**src/rtl/inert_spi_serf_if.sv**
```systemverilog
// SPI link between the inertial-interface monarch and the sensor serf.
// The serf samples SS_n/SCLK/MOSI and drives MISO.
interface inert_spi_serf_if;
  logic SS_n;
  logic SCLK;
  logic MOSI;
  logic MISO;

  modport master (output SS_n, output SCLK, output MOSI, input MISO);
  modport slave  (input SS_n, input SCLK, input MOSI, output MISO);
endinterface

```
**src/rtl/inert_spi_serf.sv**
```systemverilog
// Inertial-sensor SPI serf: 16-bit frames decoded into a small register map, periodic sample snapshots, data-ready INT.
// MISO is valid from the first SCLK fall after the 8th rise; there is no backpressure, and frames are paced only by the monarch.
module inert_spi_serf #(
  parameter logic [15:0] ODR_DIV      = 16'd2048,
  parameter logic [7:0]  WHO_AM_I_VAL = 8'h6A
) (
  input  logic               clk,
  input  logic               rst_n,
  inert_spi_serf_if.slave    spi,
  output logic               INT,
  input  logic signed [15:0] roll_rt,
  input  logic signed [15:0] yaw_rt,
  input  logic signed [15:0] AY,
  input  logic signed [15:0] AZ
);

  typedef enum logic {IDLE, SHIFT} state_t;

  state_t             r_state, w_nxt_state;
  logic               r_ss_q1, r_ss_q2, r_ss_q3;
  logic               r_sclk_q1, r_sclk_q2, r_sclk_q3;
  logic               r_mosi_q1, r_mosi_q2;
  logic [4:0]         r_bit_cnt;
  logic [15:0]        r_rx;
  logic [7:0]         r_tx;
  logic               r_loaded, r_rd;
  logic [7:0]         r_int1_ctrl, r_cfg10, r_cfg11, r_cfg14;
  logic signed [15:0] r_roll, r_yaw, r_ay, r_az;
  logic [15:0]        r_odr_cnt;
  logic               r_defer, r_cap_late, r_int;
  logic               w_ss_fall, w_ss_rise, w_sclk_rise, w_sclk_fall;
  logic               w_frame_done, w_wr_en, w_int_clr, w_tick, w_cap;
  logic [7:0]         w_rd_dat;

  always_ff @(posedge clk or negedge rst_n) begin
    if (!rst_n) begin
      {r_ss_q1, r_ss_q2, r_ss_q3}       <= 3'b111;
      {r_sclk_q1, r_sclk_q2, r_sclk_q3} <= 3'b111;
      {r_mosi_q1, r_mosi_q2}            <= 2'b00;
    end else begin
      {r_ss_q1, r_ss_q2, r_ss_q3}       <= {spi.SS_n, r_ss_q1, r_ss_q2};
      {r_sclk_q1, r_sclk_q2, r_sclk_q3} <= {spi.SCLK, r_sclk_q1, r_sclk_q2};
      {r_mosi_q1, r_mosi_q2}            <= {spi.MOSI, r_mosi_q1};
    end
  end

  assign w_ss_fall   = ~r_ss_q2 &  r_ss_q3;
  assign w_ss_rise   =  r_ss_q2 & ~r_ss_q3;
  assign w_sclk_rise =  r_sclk_q2 & ~r_sclk_q3;
  assign w_sclk_fall = ~r_sclk_q2 &  r_sclk_q3;

  always_ff @(posedge clk or negedge rst_n) begin
    if (!rst_n) r_state <= IDLE;
    else        r_state <= w_nxt_state;
  end

  always_comb begin
    w_nxt_state  = r_state;
    w_frame_done = 1'b0;
    w_wr_en      = 1'b0;
    w_int_clr    = 1'b0;
    case (r_state)
      IDLE:  if (w_ss_fall) w_nxt_state = SHIFT;
      SHIFT: begin
        if (w_ss_rise) w_nxt_state = IDLE;
        // Only a complete 16-bit frame may commit a write or clear INT.
        w_frame_done = w_ss_rise && (r_bit_cnt == 5'd16);
        w_wr_en      = w_frame_done && !r_rx[15];
        w_int_clr    = (w_frame_done && r_rx[15] && (r_rx[14:8] == 7'h2D)) ||
                       (w_wr_en && (r_rx[14:8] == 7'h0D) && !r_rx[1]);
      end
      default: w_nxt_state = IDLE;
    endcase
  end

  always_comb begin
    w_rd_dat = 8'h00;
    case (r_rx[6:0])
      7'h0D: w_rd_dat = r_int1_ctrl;
      7'h0F: w_rd_dat = WHO_AM_I_VAL;
      7'h10: w_rd_dat = r_cfg10;
      7'h11: w_rd_dat = r_cfg11;
      7'h14: w_rd_dat = r_cfg14;
      7'h24: w_rd_dat = r_roll[7:0];
      7'h25: w_rd_dat = r_roll[15:8];
      7'h26: w_rd_dat = r_yaw[7:0];
      7'h27: w_rd_dat = r_yaw[15:8];
      7'h2A: w_rd_dat = r_ay[7:0];
      7'h2B: w_rd_dat = r_ay[15:8];
      7'h2C: w_rd_dat = r_az[7:0];
      7'h2D: w_rd_dat = r_az[15:8];
      default: w_rd_dat = 8'h00;
    endcase
  end

  always_ff @(posedge clk or negedge rst_n) begin
    if (!rst_n) begin
      r_bit_cnt <= 5'd0;
      r_rx      <= 16'h0000;
      r_tx      <= 8'h00;
      r_loaded  <= 1'b0;
      r_rd      <= 1'b0;
    end else if (r_state == IDLE) begin
      if (w_ss_fall) begin
        r_bit_cnt <= 5'd0;
        r_rx      <= 16'h0000;
        r_loaded  <= 1'b0;
        r_rd      <= 1'b0;
      end
    end else begin
      if (w_sclk_rise) begin
        r_rx      <= {r_rx[14:0], r_mosi_q2};
        r_bit_cnt <= r_bit_cnt + 5'd1;
      end
      // The first fall after the 8th rise presents tx[7] unshifted; later falls advance the byte.
      if (r_bit_cnt == 5'd8 && !r_loaded) begin
        r_loaded <= 1'b1;
        r_rd     <= r_rx[7];
        if (r_rx[7]) r_tx <= w_rd_dat;
      end else if (w_sclk_fall && r_bit_cnt >= 5'd9 && r_bit_cnt <= 5'd15) begin
        r_tx <= {r_tx[6:0], 1'b0};
      end
    end
  end

  assign spi.MISO = (r_state == SHIFT) && r_loaded && r_rd && r_tx[7];

  always_ff @(posedge clk or negedge rst_n) begin
    if (!rst_n) begin
      r_int1_ctrl <= 8'h00;
      r_cfg10     <= 8'h00;
      r_cfg11     <= 8'h00;
      r_cfg14     <= 8'h00;
    end else if (w_wr_en) begin
      case (r_rx[14:8])
        7'h0D: r_int1_ctrl <= r_rx[7:0];
        7'h10: r_cfg10     <= r_rx[7:0];
        7'h11: r_cfg11     <= r_rx[7:0];
        7'h14: r_cfg14     <= r_rx[7:0];
        default: ;
      endcase
    end
  end

  assign w_tick = (r_odr_cnt == (ODR_DIV - 16'd1));
  // Never snapshot under an active frame; a held-off tick lands the cycle after SS_n rises.
  assign w_cap  = (w_tick && r_ss_q2) || r_cap_late;

  always_ff @(posedge clk or negedge rst_n) begin
    if (!rst_n) begin
      r_odr_cnt  <= 16'd0;
      r_defer    <= 1'b0;
      r_cap_late <= 1'b0;
      r_roll     <= 16'sd0;
      r_yaw      <= 16'sd0;
      r_ay       <= 16'sd0;
      r_az       <= 16'sd0;
      r_int      <= 1'b0;
    end else begin
      r_odr_cnt  <= w_tick ? 16'd0 : r_odr_cnt + 16'd1;
      r_defer    <= !w_ss_rise && (r_defer || (w_tick && !r_ss_q2));
      r_cap_late <= r_defer && w_ss_rise;
      if (w_cap) begin
        r_roll <= roll_rt;
        r_yaw  <= yaw_rt;
        r_ay   <= AY;
        r_az   <= AZ;
      end
      if (w_cap && r_int1_ctrl[1]) r_int <= 1'b1;
      else if (w_int_clr)          r_int <= 1'b0;
    end
  end

  assign INT = r_int;

endmodule
```
**src/flat_wrapper.sv**
```systemverilog
// flat-port wrapper written by rule: the top's interface ports become plain ports
module inert_spi_serf_flat 
#(
  parameter logic [15:0] ODR_DIV      = 16'd2048,
  parameter logic [7:0]  WHO_AM_I_VAL = 8'h6A
)
  (clk, rst_n, INT, roll_rt, yaw_rt, AY, AZ, spi_SS_n, spi_SCLK, spi_MOSI, spi_MISO);
  inert_spi_serf_if spi_i ();
  input  logic clk;
  input  logic rst_n;
  output logic INT;
  input  logic signed [15:0] roll_rt;
  input  logic signed [15:0] yaw_rt;
  input  logic signed [15:0] AY;
  input  logic signed [15:0] AZ;
  input wire logic [$bits(spi_i.SS_n)-1:0] spi_SS_n;
  input wire logic [$bits(spi_i.SCLK)-1:0] spi_SCLK;
  input wire logic [$bits(spi_i.MOSI)-1:0] spi_MOSI;
  output wire logic [$bits(spi_i.MISO)-1:0] spi_MISO;
  assign spi_i.SS_n = spi_SS_n;
  assign spi_i.SCLK = spi_SCLK;
  assign spi_i.MOSI = spi_MOSI;
  assign spi_MISO = spi_i.MISO;
  inert_spi_serf #(.ODR_DIV(ODR_DIV), .WHO_AM_I_VAL(WHO_AM_I_VAL)) u_core (.clk(clk), .rst_n(rst_n), .spi(spi_i), .INT(INT), .roll_rt(roll_rt), .yaw_rt(yaw_rt), .AY(AY), .AZ(AZ));
endmodule
```
**config.mk**
```make
export PLATFORM = sky130hd
export DESIGN_NAME = inert_spi_serf_flat
export DESIGN_NICKNAME = d
export VERILOG_FILES = /design/src/rtl/inert_spi_serf_if.sv /design/src/rtl/inert_spi_serf.sv /design/src/flat_wrapper.sv
export SDC_FILE = /design/constraint.sdc
export NUM_CORES = 1
export LEC_CHECK = 0
export BUFFER_PORTS_ARGS = -buffer_cell sky130_fd_sc_hd__buf_2
export CORE_ASPECT_RATIO = 1.1
export CORE_MARGIN = 3
export CORE_UTILIZATION = 32
export CTS_BUF_LIST = sky130_fd_sc_hd__clkbuf_2 sky130_fd_sc_hd__clkbuf_4 sky130_fd_sc_hd__clkbuf_8
export CTS_CLUSTER_DIAMETER = 150
export DETAILED_ROUTE_END_ITERATION = 16
export GPL_TIMING_DRIVEN = 0
export MAX_ROUTING_LAYER = met4
export SLEW_MARGIN = 20
export SYNTH_ARGS = -nofsm -noshare
export SYNTH_HDL_FRONTEND = slang
export SYNTH_SLANG_ARGS = --single-unit
```
**constraint.sdc**
```tcl
create_clock -name clk -period 3.5 [get_ports clk]
set_clock_uncertainty 0.05 [all_clocks]
set_input_delay 1.05 -clock clk [delete_from_list [all_inputs] [get_ports clk]]
set_output_delay 1.05 -clock clk [all_outputs]
set_load 0.02 [all_outputs]
```
==> results of run 1 <==
==> metal layers <==
metal	GRT usage (%)	share of wire [%]	vias up	wire (um)
li1	-	-	2294	-
met1	20.9	47	2501	8410
met2	23.5	46	146	8310
met3	3.35	4.8	24	868
met4	4.95	2.3	0	408
met5	-	0	-	0
==> how the worst min path moves through the flow <==
stage / from / end / slack, ns / cells after the start
2_1_floorplan: u_core.r_mosi_q1 / u_core.r_mosi_q2 / 0.28 / 0
3_3_place_gp: u_core.r_mosi_q1 / u_core.r_mosi_q2 / 0.29 / 0
3_5_place_dp: u_core.r_mosi_q1 / u_core.r_mosi_q2 / 0.29 / 0
4_1_cts: u_core.r_mosi_q1 / u_core.r_mosi_q2 / 0.31 / 0
5_1_grt: u_core.r_mosi_q1 / u_core.r_mosi_q2 / 0.32 / 0
6_report: u_core.r_mosi_q1 / u_core.r_mosi_q2 / 0.31 / 0
==> report_power, final <==
group / total, uW / internal, uW / switching (uW)
clock: 1360 / 601 / 761
combinational: 357 / 149 / 208
sequential: 1890 / 1850 / 42.8
==> layout make-up <==
cell class	instances	area, um2
Fill cell	2193	13800
Sequential cell	155	3890
Buffer	32	174
Multi-Input combinational cell	387	3210
Clock inverter	14	149
Inverter	11	41.3
Timing Repair Buffer	71	388
Clock buffer	18	241
Tap cell	295	369
==> logic make-up after synthesis <==
group	Yosys count	synth area share, %
compound gates	97	9.25
flops	155	53.1
xor+xnor	14	1.68
fa+ha+maj	5	0.855
buf+inv	43	2.94
simple gates	157	11.9
mux	114	20.3
==> per-stage QoR <==
step                total power, uW  setup TNS [ns]
floorplan                      2120               0
global placement               2280         -159.13
detailed placement             2280               0
CTS                            3650               0
global route                   3780               0
finish                         3610               0
==> sequential cells by signal (all words and copies together) (netlist names), 5 cells and up <==
name                count
u_core.r_roll          16
u_core.r_int1_ctrl      8
u_core.r_cfg14          8
u_core.r_cfg11          8
u_core.r_yaw           16
u_core.r_tx             8
u_core.r_bit_cnt        5
u_core.r_ay            16
u_core.r_az            16
u_core.r_rx            16
u_core.r_cfg10          8
u_core.r_odr_cnt       16
==> synth_stat cells (all sizes together) (6+ instances only) <==
cell    instances  share of area (%)
o21ai          19                1.3
a21oi          17                1.2
a22oi           7               0.72
xnor2           7               0.84
nor3           11               0.97
nor3b           8               0.89
dfstp           6                2.2
mux2i          14                1.9
nor2b           8               0.68
nand2          49                2.5
xor2            7               0.84
dfrtp         149                 51
nand3          20                1.4
clkbuf         17               0.89
o22ai           6               0.51
inv            11               0.56
a22o           19                2.3
mux2           97                 17
nor2           28                1.4
buf            15                1.5
==> worst max-delay path, delay by kind of cell (launching register included) <==
family | cells | cell delay (ns)
and+or+nand+nor | 2 | 0.55
DFF | 1 | 0.33
buffers and inverters | 3 | 1.44
AOI/OAI and AO/OA | 2 | 0.29
==> out/qor.yml, run 1 <==
run_status:
  run_status: "finished clean"
clocking:
  clock_latency_ns: 0.46
  cts_num_sinks: 155
  cts-buffers-inserted: 17
  htree_levels: 4
  ctsRootBufferMaster: "clkbuf_8"
  tritoncts: "done"
  postCtsSetupRepairBufs: 0
  clk_buf_depth: 2
  clkSlewWorstSetupHoldPaths_ns: 0.10
  postCtsHoldBufs: 0
  cts_resized: 0
floorplan:
  die_area_um2: 24700
  core_box_area_um2: 22300
  io_pins: 71
  floorplan.rows: 57
  horizontal_die_dimension_um: 150
  floorplan.die.height_um: 165
  initial_core_util_pct: 32.9
setup_path:
  worstPathArrival_ns: 3.07
  crit_start: "u_core.r_rx[0]"
  worstPathCellList: "buf_2 -> buf_1 -> clkbuf_1 -> nor3_1 -> nor4_1 -> o211ai_1 -> o21a_1"
  worstSetupEndpointType: "flip-flop"
  criticalPathCategory: "flip-flop to flip-flop"
  capturing_point_of_the_worst_reg2reg_path: "u_core.r_tx[5]"
  worstSetupEndpoint: "u_core.r_tx[5]"
  timing.critical_path.slowest_stage_cell: "buf_1"
  setup.reg_to_reg.worst_slack_ns: 0.72
  crit_path_start_kind: "flip-flop"
  worst_ep_required_time_ns: 3.80
  worst-r2r-cell-count: 7
  cp_max_fo: 10
  worst_path_largest_cell_delay_ns: 0.65
  rr_startpoint: "u_core.r_rx[0]"
final_layout:
  final_util_pct: 38.0
  most_common_cell_after_layout_fill_and_taps_aside: "dfrtp_1"
  most_frequent_cells_in_the_layout: "dfrtp_1 (149), buf_2 (75), nand2_1 (49), mux2_4 (49), mux2_2 (48)"
  drive_above_1_share_pct: 33.9
  flow.area_growth_from_synthesis_pct: 15.7
  finish.net_count: 749
  antennaDiodeCount: 0
  final_non_filler_cells: 983
  final_instance_area_um2: 8460
place:
  placement.cell_area_um2: 8070
  half_perimeter_wire_length_of_the_detailed_placement_result_um: 12600
  place.port_buffers: 70
  pre_cts_ws_ns: 0.809
  dpl_cells: 951
  place.gp.congestion: 0.927
timing:
  final_critical_path_setup_slack_ns: 0.722
  layout_min_cycle_time_ns: 2.78
  whs_ns: 0.305
  worst_slew_margin_rel_pct: 47.6
  maxSlewViolCount: 0
  finish_stage_setup_viols: 0
  worst_slew_pin_slew_ns: 0.787
  maxClockFrequency_mhz: 360
  grt_setup_unrepaired: "no"
  finalHoldViolations: 0
  layout_worst_path_cycle_share_pct: 79.4
logic_synthesis:
  synth_fp_nets: 659
  synth-async-reset-ratio_pct: 100
  yosys.cell_types.count: 63
  syn-instance-count: 585
  yosys_register_bits: 155
  post_synth_instance_area_um2: 7320
  yosys_warnings: 0
  synth_edf_count: 0
  sequential_fraction_of_the_synthesis_area_pct: 53.1
  synthFlopType: "dfrtp_1"
  syn_avg_cell_area_um2: 12.5
run:
  max_cap_violations: 0
routing:
  drt-wirelength-per-cell_um: 18.3
  avgViaCountPerCell: 5.05
  route.antenna.remaining_nets: 0
  num_vias: 4965
  drcViolationCount: 0
  wirelength_um: 18000
  drt-pass1-iter-count: 5
  drt-initial-drc-count: 319
global_routing:
  grt_pass1_wl_um: 28500
  global_route.usage.total_pct: 15.5
  grt.overflow.total: 0
  maximum_number_of_pins_on_one_net_before_global_route_repair: 96
  first_global_vias: 5090
  antenna_found_initial: 0
pwr:
  p_per_area_nw_per_um2: 426
  maximum_vdd_drop_uv: 215
  cellLeakagePower_uw: 0.00381
hold_path:
  holdCritPathClass: "flip-flop to flip-flop"
No activity file was read; power rests on OpenSTA's default activity.
==> run 2: changes to the inputs <==
==> constraint.sdc (replaced) <==
create_clock -name clk -period 2.7 [get_ports clk]
set_clock_uncertainty 0.05 [all_clocks]
set_input_delay 0.81 -clock clk [delete_from_list [all_inputs] [get_ports clk]]
set_output_delay 0.81 -clock clk [all_outputs]
set_load 0.02 [all_outputs]
==> run 2 against run 1 <==
Critical path depth did not move. Sequential cell count did not move. Cell count rose by 0.10%. Via count fell by 0.48%. Total power rose by 30%. Core utilization rose by 0.11 points. Clock-buffer cell count did not move. Routed wire length fell by 0.20%. Clock power rose by 29%. Fmax rose by 6.5%.
==> out/qor.yml, run 2 (same netlist as run 1, synthesis figures left out) <==
routing:
  drt-wirelength-per-cell_um: 18.3  # -0.30%
  num_vias: 4941  # -0.48%
  drcViolationCount: 0  # unchanged
  drt-initial-drc-count: 380  # +19%
  highest-signal-layer: "met4"
  drt-pass1-iter-count: 6  # +1
  met2WireLength_um: 8380  # +0.85%
  wirelength_um: 18000  # -0.20%
  wl_met1_um: 8350  # -0.67%
  avgViaCountPerCell: 5.02  # -0.58%
  route.antenna.remaining_nets: 0  # unchanged
  wl_met3_um: 880  # +1.4%
timing:
  maxSlewViolCount: 0  # unchanged
  layout_min_cycle_time_ns: 2.61  # -0.170 ns
  maxClockFrequency_mhz: 383  # +6.5%
  fin_tns_setup_ns: 0  # unchanged
  grt_setup_unrepaired: "no"
  layout_worst_path_cycle_share_pct: 96.6  # +17 points
  whs_ns: 0.214  # -0.0908 ns
  worst_slew_margin_rel_pct: 47.4  # -0.11 points
  finish_stage_setup_viols: 0  # unchanged
  worst_slew_pin_slew_ns: 0.782  # -0.00498 ns
  finalHoldViolations: 0  # unchanged
hold_path:
  holdCritPathClass: "input pin to async pin"
setup_path:
  buffering_stage_count_on_the_worst_path_with_inverters_included: 1  # -2
  worst_path_largest_cell_delay_ns: 0.53  # -0.12 ns
  worstPathArrival_ns: 2.95  # -0.12 ns
  worstSetupEndpointType: "flip-flop"
  cp_max_fo: 9  # -1
  worstPathCellList: "clkbuf_1 -> nor2_1 -> nand2_1 -> o211ai_1 -> o21ai_1 -> a31oi_1 -> o22a_1"
  cpLargestDelayFamily: "compound AO/OA/AOI/OAI gates"
  crit_path_start_kind: "flip-flop"
  worst_ep_required_time_ns: 3.04  # -0.76 ns
  timing.critical_path.slowest_stage_cell: "nor2_1"
  criticalPathCategory: "flip-flop to flip-flop"
clocking:
  clock_latency_ns: 0.46  # about the same
  tritoncts: "done"
  postCtsHoldBufs: 0  # unchanged
  cts-buffers-inserted: 17  # unchanged
  clkSlewWorstSetupHoldPaths_ns: 0.10  # about the same
  cts_num_sinks: 155  # unchanged
  htree_levels: 4  # unchanged
  clk_buf_depth: 2  # unchanged
  ctsRootBufferMaster: "clkbuf_8"
floorplan:
  floorplan.rows: 57  # unchanged
  floorplan.die.height_um: 165  # unchanged
  initial_core_util_pct: 32.9  # unchanged
  io_pins: 71  # unchanged
  horizontal_die_dimension_um: 150  # unchanged
  die_area_um2: 24700  # unchanged
  core_box_area_um2: 22300  # unchanged
final_layout:
  flow.area_growth_from_synthesis_pct: 16.0
  most_common_cell_after_layout_fill_and_taps_aside: "dfrtp_1"
  final_instance_area_um2: 8490  # +0.30%
  drive_above_1_share_pct: 34.5  # +0.68 points
  finish.net_count: 750  # +0.13%
  most_frequent_cells_in_the_layout: "dfrtp_1 (149), buf_2 (76), nand2_1 (49), mux2_4 (49), mux2_2 (48)"
  antennaDiodeCount: 0  # unchanged
  fillCellCount: 2189  # -0.18%
  final-seq-area_um2: 3890  # unchanged
  final_util_pct: 38.1  # +0.11 points
  area_occupied_by_multi_input_gates_um2: 3210  # unchanged
run:
  max_cap_violations: 0  # unchanged
global_routing:
  grt_pass1_wl_um: 28500  # about the same
  first_global_vias: 5081  # -0.18%
  grt.overflow.total: 0  # unchanged
  global_route.usage.total_pct: 15.5  # about the same
  maximum_number_of_pins_on_one_net_before_global_route_repair: 96  # unchanged
  antenna_found_initial: 0  # unchanged
pwr:
  switching_power_uw: 1310  # +29%
  part_of_the_power_in_combinational_logic_pct: 9.9  # about the same
  cellInternalPower_uw: 3370  # +30%
  cellLeakagePower_uw: 0.00383  # +0.58%
  power.share.switching_pct: 28.0  # -0.057 points
  maximum_vdd_drop_uv: 279  # +30%
  p_clk_share_pct: 37.7  # about the same
  p_per_area_nw_per_um2: 551  # +29%
  seqPwrFrac_pct: 52.4  # about the same
place:
  place.port_buffers: 70  # unchanged
  place.gp.congestion: 0.927  # unchanged
  half_perimeter_wire_length_of_the_detailed_placement_result_um: 12600  # unchanged
  placement.cell_area_um2: 8070  # unchanged
run_status:
  run_status: "finished clean"
-- run 2: changes by cell type in the layout (fill, tap and decap cells not counted), sizes merged --
cell	change
buf	+1
-- run 2: area by class of cell --
| type | instances | area share (%) |
|---|---|---|
| multi-input combinational | 387 | 37.9 |
| clock buffer | 18 | 2.84 |
| inverter | 11 | 0.486 |
| tap | 295 | 4.35 |
| sequential | 155 | 45.8 |
| timing repair buffer | 72 | 4.81 |
| clock inverter | 14 | 1.75 |
| buffer | 32 | 2.11 |
-- run 2: per-layer routing --
layer  GRT usage [%]  up-vias
met2            23.5      144
li1                -     2296
met3            3.29       22
met1            21.0     2479
met5               -        -
met4            4.95        0
-- run 2: worst paths after layout --
check	from	to	slack, ns	cells after the start
worst max-delay path	u_core.r_rx[1]	u_core.r_tx[2]	0.09	7
worst min-delay path	rst_n	u_core.r_roll[14]	0.21	1
worst max register to register	u_core.r_rx[1]	u_core.r_tx[2]	0.09	7
worst min register to register	u_core.r_mosi_q1	u_core.r_mosi_q2	0.31	0
max in group asynchronous	rst_n	u_core.r_sclk_q1	1.52	2
min in group clk	u_core.r_mosi_q1	u_core.r_mosi_q2	0.31	0
-- run 2: stage by stage --
stage / setup slack (ns) / instances / total power, uW
global route: 0.0111 / 984 / 4900
CTS: 0.0297 / 983 / 4740
finish: 0.0915 / 984 / 4680
global placement: -1.64 / 950 / 2950
detailed placement: 0.00945 / 951 / 2960
floorplan: 0.499 / 585 / 2740
-- run 2: what timing repair did --
item                       CTS  global route
buffers inserted             0             1
setup endpoints to repair    2            62
gates resized for setup      1             6
pin swaps                    0             2
-- run 2: power groups by stage --
stage                     Clock [uW]  Combinational [uW]  Sequential, uW
after floorplan                    0                 267            2480
after global placement             0                 459            2500
after detailed placement           0                 465            2500
after CTS                       1820                 467            2450
after global routing            1930                 512            2460
final                           1760                 463            2450
==> run 3: changes to the inputs <==
--- a/config.mk
+++ b/config.mk
@@ -14,6 +14,7 @@
 export DETAILED_ROUTE_END_ITERATION = 16
 export GPL_TIMING_DRIVEN = 0
 export MAX_ROUTING_LAYER = met4
+export PLACE_DENSITY_LB_ADDON = 0.1
 export SLEW_MARGIN = 20
 export SYNTH_ARGS = -nofsm -noshare
 export SYNTH_HDL_FRONTEND = slang
==> run 3 against run 2 <==
Via count rose by 1.5%. Core utilization grew 0.15 points. Routed wire length is 9.8% higher. Largest power group unchanged. Non-clock buffer count rose by 3. Fmax fell by 2.0%. Die area stayed put. Worst setup slack got worse by 0.053 ns. Hold slack better by 0.088 ns. Register-to-register slack got worse by 0.05 ns. Clock-buffer cell count increased by 2. Clock power down 4%.
==> out/qor.yml, run 3 (same netlist as run 1, synthesis figures left out) <==
run_status:
  run_status: "finished clean"
floorplan:
  initial_core_util_pct: 32.9  # unchanged
  io_pins: 71  # unchanged
  floorplan.die.height_um: 165  # unchanged
  core_box_area_um2: 22300  # unchanged
  floorplan.rows: 57  # unchanged
  horizontal_die_dimension_um: 150  # unchanged
  die_area_um2: 24700  # unchanged
setup_path:
  worstSetupEndpointType: "flip-flop"
  cp_max_fo: 9  # unchanged
  worst_ep_required_time_ns: 3.04  # about the same
  crit_path_start_kind: "flip-flop"
  worstPathArrival_ns: 3.00  # +0.05 ns
  criticalPathCategory: "flip-flop to flip-flop"
timing:
  fin_tns_setup_ns: 0  # unchanged
  layout_min_cycle_time_ns: 2.66  # +0.0535 ns
  whs_ns: 0.302  # +0.0876 ns
  finalHoldViolations: 0  # unchanged
  maxSlewViolCount: 0  # unchanged
  finish_stage_setup_viols: 0  # unchanged
  worst_slew_margin_rel_pct: 47.9  # +0.43 points
  worst_slew_pin_slew_ns: 0.775  # -0.00642 ns
  maxClockFrequency_mhz: 376  # -2.0%
  grt_setup_unrepaired: "yes"
  layout_worst_path_cycle_share_pct: 98.6  # +2.0 points
clocking:
  postCtsHoldBufs: 0  # unchanged
  clk_buf_depth: 2  # unchanged
  clock_latency_ns: 0.45  # about the same
  cts-buffers-inserted: 17  # unchanged
  tritoncts: "done"
  cts_num_sinks: 155  # unchanged
  clkSlewWorstSetupHoldPaths_ns: 0.09  # about the same
  ctsRootBufferMaster: "clkbuf_8"
  htree_levels: 4  # unchanged
final_layout:
  flow.area_growth_from_synthesis_pct: 16.5
  final_util_pct: 38.3  # +0.15 points
  drive_above_1_share_pct: 35.4  # +0.86 points
  most_frequent_cells_in_the_layout: "dfrtp_1 (149), buf_2 (76), nand2_1 (49), mux2_4 (49), mux2_2 (48)"
  most_common_cell_after_layout_fill_and_taps_aside: "dfrtp_1"
  final_instance_area_um2: 8520  # +0.38%
  finish.net_count: 753  # +0.40%
  antennaDiodeCount: 0  # unchanged
global_routing:
  global_route.usage.total_pct: 17.2  # +1.6 points
  antenna_found_initial: 0  # unchanged
  first_global_vias: 5218  # +2.7%
  grt_pass1_wl_um: 31200  # +9.3%
  maximum_number_of_pins_on_one_net_before_global_route_repair: 90  # -6.3%
  grt.overflow.total: 0  # unchanged
place:
  half_perimeter_wire_length_of_the_detailed_placement_result_um: 14000  # +11%
  place.port_buffers: 70  # unchanged
  placement.cell_area_um2: 8070  # unchanged
  place.gp.congestion: 0.936  # +1.0%
hold_path:
  holdCritPathClass: "input pin to async pin"
routing:
  route.antenna.remaining_nets: 0  # unchanged
  wirelength_um: 19700  # +9.8%
  avgViaCountPerCell: 5.08  # +1.2%
  drt-initial-drc-count: 270  # -29%
  drcViolationCount: 0  # unchanged
  drt-pass1-iter-count: 5  # -1
  drt-wirelength-per-cell_um: 20.0  # +9.4%
  num_vias: 5014  # +1.5%
pwr:
  maximum_vdd_drop_uv: 273  # -2.1%
  power.share.switching_pct: 27.1  # -0.89 points
  part_of_the_power_in_combinational_logic_pct: 10.5  # +0.6 points
  switching_power_uw: 1250  # -4.2%
  seqPwrFrac_pct: 53.0  # +0.6 points
  cellLeakagePower_uw: 0.00384  # +0.20%
  cellInternalPower_uw: 3370  # +0.15%
  p_per_area_nw_per_um2: 543  # -1.5%
  p_clk_share_pct: 36.5  # -1.2 points
run:
  max_cap_violations: 0  # unchanged
## run 3: final timing paths
check | from | end | cells past startpoint | slack [ns]
max in group asynchronous | rst_n | u_core.r_cfg11[6] | 2 | 1.50
min in group clk | u_core.r_ss_q1 | u_core.r_ss_q2 | 0 | 0.31
max | u_core.r_rx[1] | u_core.r_tx[2] | 7 | 0.04
min reg2reg | u_core.r_ss_q1 | u_core.r_ss_q2 | 0 | 0.31
min | rst_n | u_core.r_az[9] | 1 | 0.30
max reg2reg | u_core.r_rx[1] | u_core.r_tx[2] | 7 | 0.04
## run 3: layout make-up
class	count	area (um2)
plain buffers	32	181
fillers	2202	13700
flip-flops and latches	155	3890
inverters	11	41.3
clock buffers	20	263
well taps	295	369
repair buffers	75	430
multi-input cells	387	3240
clock inverters	12	114
## run 3: power by group through the flow
stage | registers, uW | logic (uW) | clock network (uW)
2_1_floorplan | 2480 | 267 | 0
3_5_place_dp | 2500 | 485 | 0
4_1_cts | 2450 | 489 | 1750
5_1_grt | 2460 | 535 | 1850
6_report | 2450 | 484 | 1690
3_3_place_gp | 2500 | 474 | 0
## run 3: metal layers
layer,routed length (um),track usage [%]
met5,0,-
met3,828,3.46
met1,9540,23.9
met4,195,3.70
met2,9150,26.1
## run 3: per-stage QoR
step,std cells,worst slack (ns),power (uW)
floorplan,585,0.499,2740
CTS,984,0.0143,4690
global placement,950,-1.59,2970
detailed placement,951,-0.205,2980
finish,987,0.0381,4630
global route,987,-0.0214,4840
## run 3: critical path: stages, from the launching register on
cell and delay (ns):
dfrtp_1 0.37, clkbuf_1 0.24, nor2_1 0.56, nand2_1 0.29, o211ai_1 0.18, o21ai_1 0.29, a31oi_1 0.42, o22a_1 0.20
## run 3: timing repair
item                       CTS  global route
pin swaps                    1             1
setup endpoints to repair   51            15
resized for setup            4            11
setup buffers                1             3
